==> src/rtl/fft_pkg.sv <==
// Shared types and constants for the MDC FFT stages: data widths,
// the complex sample type and the W8 twiddle table.
package fft_pkg;

  localparam int DATA_W  = 9;
  localparam int BF_W    = 10;
  localparam int MUL_W   = 19;
  localparam int TW_FRAC = 7;

  typedef struct packed {
    logic signed [DATA_W-1:0] re;
    logic signed [DATA_W-1:0] im;
  } cplx_t;

  // W8^k in Q.7: (128,0), (91,-91), (0,-128), (-91,-91)
  function automatic cplx_t w8(input logic [1:0] k);
    cplx_t w;
    case (k)
      2'd0:    w = '{re: 9'h080, im: 9'h000};
      2'd1:    w = '{re: 9'h05B, im: 9'h1A5};
      2'd2:    w = '{re: 9'h000, im: 9'h180};
      default: w = '{re: 9'h1A5, im: 9'h1A5};
    endcase
    return w;
  endfunction

endpackage

==> src/rtl/fft_delay_line.sv <==
// Enable-gated shift register of packed complex samples. A synchronous clear
// empties the line; if it coincides with an enable the new sample still enters.
module fft_delay_line #(
  parameter int DEPTH = 4,
  parameter int WIDTH = 9
) (
  input  logic               clk,
  input  logic               rst_n,
  input  logic               en_i,
  input  logic               clr_i,
  input  logic [2*WIDTH-1:0] din_i,
  output logic [2*WIDTH-1:0] dout_o
);

  logic [2*WIDTH-1:0] taps_q [DEPTH];
  logic [2*WIDTH-1:0] taps_d [DEPTH];

  always_comb begin
    taps_d[0] = taps_q[0];
    if (en_i)       taps_d[0] = din_i;
    else if (clr_i) taps_d[0] = '0;
    for (int i = 1; i < DEPTH; i++) begin
      taps_d[i] = taps_q[i];
      if (clr_i)     taps_d[i] = '0;
      else if (en_i) taps_d[i] = taps_q[i-1];
    end
  end

  always_ff @(posedge clk or negedge rst_n) begin
    if (!rst_n) begin
      for (int i = 0; i < DEPTH; i++) taps_q[i] <= '0;
    end else begin
      for (int i = 0; i < DEPTH; i++) taps_q[i] <= taps_d[i];
    end
  end

  assign dout_o = taps_q[DEPTH-1];

endmodule

==> src/rtl/fft_state3.sv <==
// Third radix-2 DIF stage of the 32-point MDC FFT: D=4 commutator, butterfly
// and W8 twiddle multiply with registered outputs. WIDTH must equal DATA_W.
module fft_state3
  import fft_pkg::*;
#(
  parameter int WIDTH = DATA_W,
  parameter int DEPTH = 4
) (
  input  logic             clk,
  input  logic             rst_n,
  input  logic             in_valid,
  input  logic             sof,
  input  logic [WIDTH-1:0] state2_outUp_re,
  input  logic [WIDTH-1:0] state2_outUp_im,
  input  logic [WIDTH-1:0] state2_outL_re,
  input  logic [WIDTH-1:0] state2_outL_im,
  output logic             out_valid,
  output logic [WIDTH-1:0] state3_outUp_re,
  output logic [WIDTH-1:0] state3_outUp_im,
  output logic [WIDTH-1:0] state3_outL_re,
  output logic [WIDTH-1:0] state3_outL_im
);

  logic [2:0] cnt_q, cnt_d, idx;
  logic       primed_q, primed_d;
  logic       outValid_q, outValid_d;
  logic       resync;
  cplx_t      outUp_q, outUp_d, outL_q, outL_d;
  cplx_t      upIn, loIn, ldTap, aTap, ld, a, comUp, comL, tw;
  logic signed [BF_W-1:0]  upRe, upIm, dnRe, dnIm;
  logic signed [MUL_W-1:0] mulRe, mulIm;
  logic       unusedBits;

  assign upIn   = {state2_outUp_re, state2_outUp_im};
  assign loIn   = {state2_outL_re, state2_outL_im};
  assign idx    = (in_valid && sof) ? 3'd0 : cnt_q;
  assign resync = in_valid && sof && (cnt_q != 3'd0);

  fft_delay_line #(.DEPTH(DEPTH), .WIDTH(DATA_W)) u_ld_line (
    .clk(clk), .rst_n(rst_n), .en_i(in_valid), .clr_i(resync),
    .din_i(loIn), .dout_o(ldTap)
  );

  fft_delay_line #(.DEPTH(DEPTH), .WIDTH(DATA_W)) u_a_line (
    .clk(clk), .rst_n(rst_n), .en_i(in_valid), .clr_i(resync),
    .din_i(comUp), .dout_o(aTap)
  );

  // A resyncing pair sees the lines as already emptied.
  assign ld    = resync ? '0 : ldTap;
  assign a     = resync ? '0 : aTap;
  assign comUp = idx[2] ? ld : upIn;
  assign comL  = idx[2] ? upIn : ld;
  assign tw    = w8(idx[1:0]);

  always_comb begin
    upRe  = BF_W'($signed(a.re)) + BF_W'($signed(comL.re));
    upIm  = BF_W'($signed(a.im)) + BF_W'($signed(comL.im));
    dnRe  = BF_W'($signed(a.re)) - BF_W'($signed(comL.re));
    dnIm  = BF_W'($signed(a.im)) - BF_W'($signed(comL.im));
    mulRe = MUL_W'(dnRe) * MUL_W'($signed(tw.re)) - MUL_W'(dnIm) * MUL_W'($signed(tw.im));
    mulIm = MUL_W'(dnRe) * MUL_W'($signed(tw.im)) + MUL_W'(dnIm) * MUL_W'($signed(tw.re));
  end

  assign unusedBits = ^{upRe[BF_W-1], upIm[BF_W-1],
                        mulRe[MUL_W-1:DATA_W+TW_FRAC], mulRe[TW_FRAC-1:0],
                        mulIm[MUL_W-1:DATA_W+TW_FRAC], mulIm[TW_FRAC-1:0]};

  always_comb begin
    cnt_d      = cnt_q;
    primed_d   = primed_q;
    outValid_d = in_valid && primed_q && !resync;
    outUp_d    = outUp_q;
    outL_d     = outL_q;
    if (in_valid) begin
      cnt_d   = idx + 3'd1;
      outUp_d = {upRe[DATA_W-1:0], upIm[DATA_W-1:0]};
      outL_d  = {mulRe[DATA_W+TW_FRAC-1:TW_FRAC], mulIm[DATA_W+TW_FRAC-1:TW_FRAC]};
      if (resync)          primed_d = 1'b0;
      if (idx == 3'd7)     primed_d = 1'b1;
    end
  end

  always_ff @(posedge clk or negedge rst_n) begin
    if (!rst_n) begin
      cnt_q      <= '0;
      primed_q   <= 1'b0;
      outValid_q <= 1'b0;
      outUp_q    <= '0;
      outL_q     <= '0;
    end else begin
      cnt_q      <= cnt_d;
      primed_q   <= primed_d;
      outValid_q <= outValid_d;
      outUp_q    <= outUp_d;
      outL_q     <= outL_d;
    end
  end

  assign out_valid       = outValid_q;
  assign state3_outUp_re = outUp_q.re;
  assign state3_outUp_im = outUp_q.im;
  assign state3_outL_re  = outL_q.re;
  assign state3_outL_im  = outL_q.im;

endmodule
==> config.mk <==
export PLATFORM = sky130hd
export DESIGN_NAME = fft_state3
export DESIGN_NICKNAME = d
export VERILOG_FILES = /design/src/rtl/fft_pkg.sv /design/src/rtl/fft_delay_line.sv /design/src/rtl/fft_state3.sv
export SDC_FILE = /design/constraint.sdc
export NUM_CORES = 1
export LEC_CHECK = 0
export CAP_MARGIN = 15
export CORE_ASPECT_RATIO = 0.9
export CORE_UTILIZATION = 60
export CTS_CLUSTER_DIAMETER = 60
export DETAILED_ROUTE_END_ITERATION = 12
export MAX_ROUTING_LAYER = met4
export PLACE_DENSITY = 0.79
export RECOVER_POWER = 100
export SYNTH_ARGS = -nofsm -noshare
export SYNTH_HDL_FRONTEND = slang
export SYNTH_SLANG_ARGS = --single-unit
==> constraint.sdc <==
create_clock -name clk -period 12.91 [get_ports clk]
set_input_delay 1.291 -clock clk [delete_from_list [all_inputs] [get_ports clk]]
set_output_delay 1.291 -clock clk [all_outputs]
set_load 0.005 [all_outputs]
Word level (Yosys, flattened, before mapping)
Cells that the tools add are included.
- output and inout bits: 37
- input bits: 40
- register bits: 185
- reduce and logical (&&, ||, !) cells: 10
- equality and inequality tests: 3
- mux-type cells: 23
- add/sub/neg operators: 7
- multipliers: 4
- operators with widths (kind ; count):
    2-to-1 mux 18 bit ; 19
    multiplier 10 x 9 -> 16 bit ; 4
    one-hot mux 18 bit (3 select lines) ; 1
    subtractor 9 x 9 -> 10 bit ; 2
    adder 9 bit ; 2
    adder 16 bit ; 1
    subtractor 16 bit ; 1
    logical AND 1 bit ; 4
    nonzero test 2 bit ; 2
    adder 3 x 1 -> 3 bit, second input constant ; 1
    == test 3 bit, second input constant ; 1
    2-to-1 mux 3 bit ; 1
    nonzero test 3 bit ; 1
    == test 2 x 1 -> 1 bit, second input constant ; 1
    == test 2 bit, second input constant ; 1
    zero test 2 bit ; 1
    2-to-1 mux 1 bit ; 2
    AND reduction 2 bit ; 1
    zero test 1 bit ; 1

Longest topological paths before layout
Gate-level depths: netlist of run 1.
- depth after elaboration: 7
- depth in mapped cells: 38
- mapped depth without buffers: 37

By module
From an unflattened synthesis of run 1, not the netlist that was laid out.
- cells, all modules: 1895
- area total of the unflattened synthesis: 18652.9 um^2
- modules (own cells, without submodules) (module ; seq. area each (um^2) ; instances ; area an instance (um^2) ; cells an instance):
    fft_state3 ; 1026.0 ; 1 ; 12374.4 ; 1363
    fft_delay_line ; 1801.7 ; 2 ; 3139.3 ; 266

Worst setup path before layout of run 1
OpenSTA, ideal clock, no wires.
- kind: input to register
- start point: input port in_valid
- end point: register outL_q (netlist bit state3_outL_re[8])
- library setup time: 0.125 ns
- path slack: 3.454 ns
- stages on the path: 37
- arrival time: 9.331 ns
- path through: nand2_1 -> or2_2 -> clkbuf_1 -> clkbuf_1 -> buf_1 -> nand2_1 -> inv_1 -> ha_1 -> o21bai_1 -> a2111oi_2 -> nor2_1 -> nor2_1 -> o21ai_1 -> xnor2_2 -> nor2b_1 -> fa_1 -> fa_1 -> fa_1 -> inv_1 -> fa_1 -> inv_1 -> fa_1 -> fa_1 -> inv_1 -> fa_1 -> inv_1 -> ha_1 -> nor3_1 -> nor2_1 -> a31oi_1 -> nor2b_1 -> o21a_1 -> o21ai_0 -> nand2b_1 -> a21oi_1 -> xnor2_1 -> mux2_4
- word-level cells in the longest chain between the ends: 7
- RTL lines (element ; RTL line ; text):
    start, declared ; fft_state3.sv:11 ; input logic in_valid,
    logical AND 1 bit ; fft_state3.sv:36, fft_state3.sv:37 ;
    logical AND 1 bit ; fft_state3.sv:37 ; assign resync = in_valid && sof && (cnt_q != 3'd0);
    2-to-1 mux 18 bit ; fft_state3.sv:50 ; assign ld = resync ? '0 : ldTap;
    2-to-1 mux 18 bit ; fft_state3.sv:53 ; assign comL = idx[2] ? upIn : ld;
    subtractor 9 x 9 -> 10 bit (on tied branches) ; fft_state3.sv:59, fft_state3.sv:60 ;
    multiplier 10 x 9 -> 16 bit ; fft_state3.sv:61 ; mulRe = MUL_W'(dnRe) * MUL_W'($signed(tw.re)) - MUL_W'(dnIm) * MUL_W'($signed(tw.im));
    subtractor 16 bit ; fft_state3.sv:61 ;
    end signal, assigned ; fft_state3.sv:96 ; outL_q <= outL_d;
    end, declared ; fft_state3.sv:28 ; cplx_t outUp_q, outUp_d, outL_q, outL_d;
Parallel ways exist; a longest one is shown, timed or not.
A chain may end at the register's enable or synchronous reset.

Worst setup path in the final report of run 1
- start point: input port in_valid
- end point: register outL_q (netlist bit state3_outL_im[8])
- word-level cells in the longest chain between the ends: 7
- RTL lines (element ; RTL line ; text):
    logical AND 1 bit ; fft_state3.sv:36, fft_state3.sv:37 ;
    logical AND 1 bit ; fft_state3.sv:37 ;
    2-to-1 mux 18 bit ; fft_state3.sv:50 ;
    2-to-1 mux 18 bit ; fft_state3.sv:53 ;
    subtractor 9 x 9 -> 10 bit (on tied branches) ; fft_state3.sv:59, fft_state3.sv:60 ;
    multiplier 10 x 9 -> 16 bit ; fft_state3.sv:62 ; mulIm = MUL_W'(dnRe) * MUL_W'($signed(tw.im)) + MUL_W'(dnIm) * MUL_W'($signed(tw.re));
    adder 16 bit ; fft_state3.sv:62 ;
Parallel ways exist; a longest one is shown, timed or not.

==> impl_metrics.tcl, run 1 <==
set metrics [dict create \
    status "finished with violations" \
    violations "capacitance limit, slew limit" \
    crit_type "in2reg" \
    fin_crit_ns 11.12 \
    first_pass_iters 5 \
    critPathSlowestCell "clkbuf_1" \
    path_depth 28 \
    setup_violations 0 \
    synth-async-reset-ratio_pct 100 \
    num_antenna_cells 0 \
    skew_ns 0.0152 \
    slowest_delay_ns 1.52 \
    ff2ff_setup_slack_ns 2.49 \
    nets 2307 \
    vias 12400 \
    cts_root_buf "clkbuf_16" \
    antenna_found_initial 0 \
    design_area_um2 19300 \
    ys.flop_type "dfrtp_1" \
    worst_pin_slew_ns 5.38 \
    drc_errors 0 \
    synth-seq-cells 185 \
    crit_required_ns 13.23 \
    syn-cell-area_um2 17700 \
    path_buf_inv 5 \
    final_core_util_pct 66.5 \
    critical_path.max_fanout 92 \
    rows 59 \
    seqCellArea_um2 4630 \
    max_cap_viol_count 6 \
    numCtsBuffers 17 \
    ant_nets 0 \
    fp.dieH_um 165 \
    cp-start-kind "primary input" \
    holdCritPathClass "reg2reg" \
    ctsHoldBuffers 0 \
    multi_input_area_um2 11200 \
    cp-startpoint "in_valid" \
    cts_resized 0 \
    hold_viol 0 \
    syn-num-nets 2282 \
    worst_path_most_repeated_cell "fa_1" \
    whs_ns 0.488 \
    clk_path_buf_depth 2 \
    insertion_delay_ns 0.45 \
    postCtsSetupRepairBufs 0 \
    placed_area_um2 18700 \
    cts_tree "done" \
    viasPerCell 5.43 \
    synth_edf_count 0 \
    cts_max_level 4 \
    syn_avg_cell_area_um2 9.61 \
    crit_path_end_kind "flop" \
    fill_cells 2230 \
    finalWirelength_mm 40.0 \
    crit_end "state3_outL_im[8]$_DFFE_PN0P_" \
    synth_cell_type_count 65 \
    io_pins 77 \
    r2r-start "cnt_q[1]$_DFFE_PN0P_" \
    track_usage_pct 29.9 \
    cts.sinks 185 \
    die-area_um2 30200 \
    hold_start "u_a_line.taps_q[42]$_DFFE_PN0P_" \
    min_period_over_period_pct 86.1 \
    synth_seq_area_share_pct 26.1 \
    slew_violations 449 \
    reg2reg_to "state3_outL_im[8]$_DFFE_PN0P_" \
    fmax_mhz 90.0 \
    yosysWarnings 0 \
    drtIter0Drc 994 \
    fin_tns_setup_ns 0 \
    area_growth_pct 8.92 \
    clk_pin_slew_worst_paths_ns 0.07 \
    die_x_um 183 \
    synth_cells 1844 \
    first_global_vias 13000 \
    gr-total-overflow 0 \
    crit_arrival_ns 11.44 \
    rsz0062_at_grt "no" \
    drive_gt1_share_pct 5.84 \
    path_delay_family "adder cells" \
    core_um2 29000 \
    grt_pass1_wl_mm 67.4 \
    dp_hpwl_mm 31.1 \
    reg2reg_depth 27 \
    slew_headroom_pct -258 \
    start_util_pct 61.1 \
    io_buffers 76 \
    gp_congestion 0.990 \
    wl_per_cell_um 17.6 \
    grt_max_degree 112 \
]
==> worst register-to-register path, cell delays in order, from the launching register on <==
cell	delay, ns
dfrtp_1	0.42
nor3_1	0.36
or2_2	0.94
clkbuf_1	1.52
nand2_1	0.18
ha_1	0.49
xnor2_1	0.46
nand2_1	0.24
fa_1	0.57
inv_1	0.06
fa_1	0.50
fa_1	0.58
fa_1	0.43
fa_1	0.45
fa_1	0.49
inv_1	0.05
fa_1	0.49
inv_1	0.04
ha_1	0.31
nand2_1	0.08
a21oi_1	0.05
o21ai_0	0.35
a21oi_1	0.17
o21ai_0	0.24
nand2b_1	0.12
a21oi_1	0.19
xor3_1	0.23
mux2_2	0.27
==> cells in the mapped netlist, types with 42 or more instances <==
cell type / count / area share (%)
dfrtp_1: 185 / 26
ha_1: 190 / 13
o21ai_0: 102 / 2.9
nand2_1: 140 / 3.0
nand3_1: 93 / 2.6
clkbuf_1: 60 / 1.3
inv_1: 394 / 8.3
nor2_1: 106 / 2.2
mux2_2: 45 / 2.9
fa_1: 208 / 23
a21oi_1: 42 / 1.2
xnor2_1: 65 / 3.2
==> metrics by stage <==
step	worst slack, ns	std cells
6_report	1.79	2278
5_1_grt	1.08	2278
2_1_floorplan	3.45	1844
4_1_cts	2.16	2277
3_3_place_gp	2.10	2245
3_5_place_dp	1.80	2245
==> metal layers <==
layer  GRT usage, %  routed length, um  up-vias
li1               -                  -     5807
met3           6.34               2650       38
met4           6.21                585        0
met1           41.6              18300     6174
met5              -                  0        -
met2           45.6              18500      348
==> kinds of logic (layout without fill, tap and decap cells) <==
group,after synthesis,after routing,synth area share [%]
fa+ha+maj,398,398,36.9
flops,185,185,26.1
compound gates,232,232,8.13
simple gates,421,421,10.8
mux,48,48,3.06
xor+xnor,85,85,4.57
buf+inv,475,513,10.4
==> area by class of cell <==
cell class / count / area share (%)
Clock inverter: 15 / 1.06
Inverter: 395 / 7.72
Multi-Input combinational cell: 1184 / 58.3
Clock buffer: 17 / 2.20
Timing Repair Buffer: 86 / 4.22
Tap cell: 396 / 2.57
Sequential cell: 185 / 24.0
==> placed cells by master, fill, tap and decap left out, types with 5 or more instances in the layout <==
cell type,instances
a21o_1,14
a21oi_1,42
a31oi_1,19
and2_1,10
buf_4,5
clkbuf_1,6
clkbuf_16,17
clkdlybuf4s50_1,37
clkinv_8,5
dfrtp_1,185
dlygate4sd3_1,37
fa_1,208
ha_1,190
inv_1,394
mux2_2,45
nand2_1,140
nand2b_1,19
nand3_1,93
nor2_1,105
nor2b_1,18
nor3_1,7
o21ai_0,102
o21bai_1,10
o2bb2ai_1,17
or2_2,8
or3_1,5
xnor2_1,66
xor2_1,14
==> worst min path at each step <==
stage                                      end  slack [ns]  cells past startpoint
2_1_floorplan             primed_q$_DFFE_PN0P_        0.46                      1
3_3_place_gp   u_a_line.taps_q[40]$_DFFE_PN0P_        0.47                      1
3_5_place_dp              primed_q$_DFFE_PN0P_        0.47                      1
4_1_cts        u_a_line.taps_q[40]$_DFFE_PN0P_        0.49                      1
5_1_grt        u_a_line.taps_q[40]$_DFFE_PN0P_        0.50                      1
6_report       u_a_line.taps_q[42]$_DFFE_PN0P_        0.49                      1
==> sequential cells by signal, indices dropped and copies added (netlist names) <==
register and count:
u_ld_line.dout_o 18, state3_outL_re 9, u_a_line.dout_o 18, primed_q 1, state3_outUp_im 9, u_a_line.taps_q 54, cnt_q 3, u_ld_line.taps_q 54
state3_outL_im 9, out_valid 1, state3_outUp_re 9
Power of run 1 is left out: the tool's default activity adds up to more than one toggle a clock period on the data nets, which glitch-free logic cannot reach.
==> run 2: changes to the inputs <==
--- a/config.mk
+++ b/config.mk
@@ -10,6 +10,7 @@
 export CORE_UTILIZATION = 60
 export CTS_CLUSTER_DIAMETER = 60
 export DETAILED_ROUTE_END_ITERATION = 12
+export GPL_ROUTABILITY_DRIVEN = 0
 export MAX_ROUTING_LAYER = met4
 export PLACE_DENSITY = 0.79
 export RECOVER_POWER = 100
==> run 2 against run 1 <==
  * The flow still finishes with violations (capacitance limit, slew limit)
  * Clock-buffer cell count increased by 1
  * Routed wire length fell by 4.1%
  * Cell area hardly changed
  * Setup slack got worse by 0.15 ns
  * Sequential cell count did not move
  * First-iteration DRC count down 7.4%
  * Die area is the same
  * Via count down 0.74%
  * Non-clock buffer count shrank 1
  * Critical path depth is 10 higher
  * Hold slack improved by 0.0021 ns
  * Critical path type unchanged
  * Largest cell class unchanged
==> impl_metrics.tcl, run 2 (synthesized netlist as in run 1, its figures left out) <==
set metrics [dict create \
    postCtsSetupRepairBufs 0 \
    ctsHoldBuffers 0 \
    largestRegisters "u_a_line.taps_q: 54 flops, u_ld_line.taps_q: 54 flops" \
    io_buffers 76 \
    start_util_pct 61.1 \
    clk_path_buf_depth 2 \
    worst_pin_slew_ns 6.70 \
    crit_required_ns 13.25 \
    cp-start-kind "primary input" \
    slew_violations 393 \
    critical_path.max_fanout 123 \
    die_x_um 183 \
    track_usage_pct 28.9 \
    ant_nets 0 \
    setup_violations 0 \
    hold_viol 0 \
    final_common_cell "inv_1" \
    numCtsBuffers 17 \
    slowest_delay_ns 0.97 \
    worst_path_most_repeated_cell "fa_1" \
    drtIter0Drc 920 \
    cts_resized 0 \
    status "finished with violations" \
    grt_max_degree 182 \
    min_period_over_period_pct 87.3 \
    fp.dieH_um 165 \
    first_pass_iters 5 \
    finalWirelength_mm 38.4 \
    holdCritPathClass "reg2reg" \
    critPathSlowestCell "a2111oi_0" \
    skew_ns 0.0155 \
    whs_path_depth 1 \
    vias 12300 \
    rsz0062_at_grt "no" \
    hold_start "u_a_line.taps_q[38]$_DFFE_PN0P_" \
    cts_max_level 4 \
    cts_root_buf "clkbuf_16" \
    max_cap_viol_count 3 \
    min_to "u_a_line.taps_q[38]$_DFFE_PN0P_" \
    rows 59 \
    ff2ff_setup_slack_ns 2.94 \
    crit_type "in2reg" \
    final_core_util_pct 66.6 \
    antenna_found_initial 1 \
    viasPerCell 5.39 \
    nets 2306 \
    setup_ws_ns 1.64 \
    drc_errors 0 \
    core_um2 29000 \
    grt_pass1_wl_mm 65.5 \
    fin_crit_ns 11.27 \
    die-area_um2 30200 \
    dp_hpwl_mm 30.0 \
    clk_pin_slew_worst_paths_ns 0.08 \
    fin_tns_setup_ns 0 \
    drive_gt1_share_pct 5.85 \
    violations "capacitance limit, slew limit" \
    r2r-start "cnt_q[0]$_DFFE_PN0P_" \
    wl_per_cell_um 16.8 \
    cts_tree "done" \
    gr-total-overflow 0 \
    final_cell_mix "inv_1 (394), fa_1 (208), ha_1 (190)" \
    io_pins 77 \
    insertion_delay_ns 0.46 \
    cts.sinks 185 \
    area_growth_pct 8.99 \
    first_global_vias 12900 \
    reg2reg_depth 35 \
    reg2reg_to "state3_outL_re[8]$_DFFE_PN0P_" \
    slew_headroom_pct -347 \
    dp_slack_ns 1.81 \
    crit_path_end_kind "flop" \
    crit_arrival_ns 11.61 \
    fmax_mhz 88.8 \
]
run 2: metal layers:
layer  vias up  routed length (um)  GRT usage, %
met5         -                   0             -
met4         0                 787          8.26
met3        62                2600          5.44
met2       359               17600          44.1
met1      6050               17400          39.7
li1       5804                   -             -
run 2: cell type report:
cell class | instances | area (um2)
antenna | 2 | 5.00
clock buffer | 18 | 429
clock inverter | 14 | 208
fill | 2243 | 9690
inverter | 395 | 1490
multi-input combinational | 1184 | 11200
sequential | 185 | 4630
tap | 396 | 495
timing repair buffer | 85 | 818
run 2: critical path: cells and delay by family:
| family | cells | cell delay, ns |
|---|---|---|
| AO/OA/AOI/OAI | 7 | 2.00 |
| adder cells (fa/ha/maj) | 9 | 4.39 |
| multiplexers | 1 | 0.25 |
| buffers and inverters | 8 | 1.45 |
| AND/OR/NAND/NOR | 11 | 1.58 |
| XOR/XNOR | 2 | 0.59 |
run 2: metrics by stage:
step | hold WS (ns) | cell area (um2) | instances
2_1_floorplan | 0.455 | 17700 | 1844
3_3_place_gp | 0.471 | 18700 | 2245
3_5_place_dp | 0.475 | 18700 | 2245
5_1_grt | 0.504 | 19300 | 2278
4_1_cts | 0.493 | 19400 | 2277
6_report | 0.490 | 19300 | 2279
run 2: worst max path at each step:
stage / start / end / slack, ns
4_1_cts: in_valid / state3_outL_re[8]$_DFFE_PN0P_ / 2.28
3_3_place_gp: in_valid / state3_outL_re[8]$_DFFE_PN0P_ / 2.07
6_report: in_valid / state3_outL_re[8]$_DFFE_PN0P_ / 1.64
3_5_place_dp: in_valid / state3_outL_re[8]$_DFFE_PN0P_ / 1.81
5_1_grt: in_valid / state3_outL_re[8]$_DFFE_PN0P_ / 0.72
2_1_floorplan: in_valid / state3_outL_re[8]$_DFFE_PN0P_ / 3.45
Power of run 2 is left out for the same reason.
==> run 3: changes to the inputs <==
--- a/config.mk
+++ b/config.mk
@@ -7,8 +7,8 @@
 export LEC_CHECK = 0
 export CAP_MARGIN = 15
 export CORE_ASPECT_RATIO = 0.9
+export CORE_MARGIN = 8
 export CORE_UTILIZATION = 60
-export CTS_CLUSTER_DIAMETER = 60
 export DETAILED_ROUTE_END_ITERATION = 12
 export GPL_ROUTABILITY_DRIVEN = 0
 export MAX_ROUTING_LAYER = met4
==> run 3 against run 2 <==
  * The run still ends with capacitance limit, slew limit left
  * Core utilization shrank 0.27 points
  * Register-to-register slack lost 0.30 ns
  * First-iteration DRC count grew 8.5%
  * Maximum frequency shrank 1.1%
  * Highest routed layer unchanged
==> impl_metrics.tcl, run 3 (synthesized netlist as in run 1, its figures left out) <==
set metrics [dict create \
    status "finished with violations" \
    violations "capacitance limit, slew limit" \
    wl_per_cell_um 17.0 \
    die_x_um 197 \
    area_growth_pct 8.55 \
    io_buffers 76 \
    max_cap_viol_count 4 \
    drtIter0Drc 998 \
    io_pins 77 \
    slew_headroom_pct -325 \
    numCtsBuffers 17 \
    fill_cells 2248 \
    die-area_um2 35300 \
    finalWirelength_mm 38.7 \
    critPathSlowestCell "clkbuf_1" \
    reg2reg_to "state3_outL_re[8]$_DFFE_PN0P_" \
    fmax_mhz 87.8 \
    start_util_pct 61.1 \
    largestRegisters "u_a_line.taps_q: 54 flops, u_ld_line.taps_q: 54 flops" \
    critical_path.max_fanout 106 \
    gr-total-overflow 0 \
    final_common_cell "inv_1" \
    cts_max_level 4 \
    cts.sinks 185 \
    insertion_delay_ns 0.44 \
    drive_gt1_share_pct 5.69 \
    viasPerCell 5.41 \
    holdCritPathClass "reg2reg" \
    worst_pin_slew_ns 6.37 \
    first_global_vias 13000 \
    grt_max_degree 121 \
    worst_path_most_repeated_cell "fa_1" \
    crit_end "state3_outL_re[8]$_DFFE_PN0P_" \
    num_antenna_cells 0 \
    ctsHoldBuffers 0 \
    vias 12300 \
    cp-start-kind "primary input" \
    dp_hpwl_mm 31.1 \
    core_um2 29000 \
    antenna_found_initial 0 \
    cts_resized 0 \
    crit_arrival_ns 11.72 \
    rsz0062_at_grt "no" \
    crit_required_ns 13.23 \
    cts_tree "done" \
    rows 59 \
    first_pass_iters 5 \
    hold_viol 0 \
    nets 2307 \
    clk_pin_slew_worst_paths_ns 0.07 \
    setup_violations 0 \
    ff2ff_setup_slack_ns 2.64 \
    ant_nets 0 \
    crit_path_end_kind "flop" \
    crit_type "in2reg" \
    min_period_over_period_pct 88.3 \
    slowest_delay_ns 1.05 \
    grt_pass1_wl_mm 66.1 \
    skew_ns 0.00620 \
    fp.dieH_um 179 \
    cts_root_buf "clkbuf_16" \
    r2r-start "cnt_q[0]$_DFFE_PN0P_" \
    cp-startpoint "in_valid" \
    postCtsSetupRepairBufs 0 \
    whs_path_depth 1 \
    drc_errors 0 \
    fin_tns_setup_ns 0 \
    track_usage_pct 24.3 \
    slew_violations 330 \
    final_cell_mix "inv_1 (394), fa_1 (208), ha_1 (190)" \
    clk_path_buf_depth 2 \
    fin_crit_ns 11.40 \
    reg2reg_depth 34 \
]
-- run 3: cell type report --
class	count	area [um2]	area share, %
Multi-Input combinational cell	1184	11200	58.5
Sequential cell	185	4630	24.1
Inverter	395	1490	7.75
Timing Repair Buffer	86	818	4.25
Tap cell	396	495	2.58
Clock buffer	17	425	2.21
Clock inverter	13	135	0.702
-- run 3: worst min path at each step --
stage / slack (ns) / endpoint / from
2_1_floorplan: 0.46 / primed_q$_DFFE_PN0P_ / primed_q$_DFFE_PN0P_
3_3_place_gp: 0.47 / u_a_line.taps_q[46]$_DFFE_PN0P_ / u_a_line.taps_q[46]$_DFFE_PN0P_
3_5_place_dp: 0.47 / u_a_line.taps_q[40]$_DFFE_PN0P_ / u_a_line.taps_q[40]$_DFFE_PN0P_
4_1_cts: 0.49 / u_a_line.taps_q[40]$_DFFE_PN0P_ / u_a_line.taps_q[40]$_DFFE_PN0P_
5_1_grt: 0.50 / u_a_line.taps_q[40]$_DFFE_PN0P_ / u_a_line.taps_q[40]$_DFFE_PN0P_
6_report: 0.49 / u_a_line.taps_q[40]$_DFFE_PN0P_ / u_a_line.taps_q[40]$_DFFE_PN0P_
-- run 3: stage by stage --
stage | hold slack [ns] | std cells | setup WS, ns | utilization [%] | area [um2]
after floorplan | 0.455 | 1844 | 3.45 | - | 17700
after global placement | 0.470 | 2246 | 2.25 | 64.5 | 18700
after detailed placement | 0.474 | 2246 | 1.91 | 64.5 | 18700
after CTS | 0.492 | 2276 | 2.35 | 66.5 | 19300
after global routing | 0.500 | 2276 | 0.846 | 66.3 | 19200
final | 0.493 | 2276 | 1.51 | 66.3 | 19200
-- run 3: per-layer routing --
| layer | track usage (%) | vias to the layer above | part of all wire [%] |
|---|---|---|---|
| met5 | - | - | 0 |
| met4 | 6.80 | 0 | 2.6 |
| met3 | 5.16 | 75 | 6.3 |
| met2 | 37.1 | 332 | 46 |
| met1 | 32.6 | 6116 | 45 |
| li1 | - | 5801 | - |
-- run 3: worst max-delay path, delay by kind of cell --
kind | cells | cell delay [ns]
and+or+nand+nor | 11 | 1.72
AOI/OAI and AO/OA | 7 | 1.89
xor gates and xnor gates | 2 | 0.43
adders and majority gates | 9 | 4.27
muxes | 1 | 0.30
buffers and inverters | 6 | 1.77
Power of run 3 is left out for the same reason.
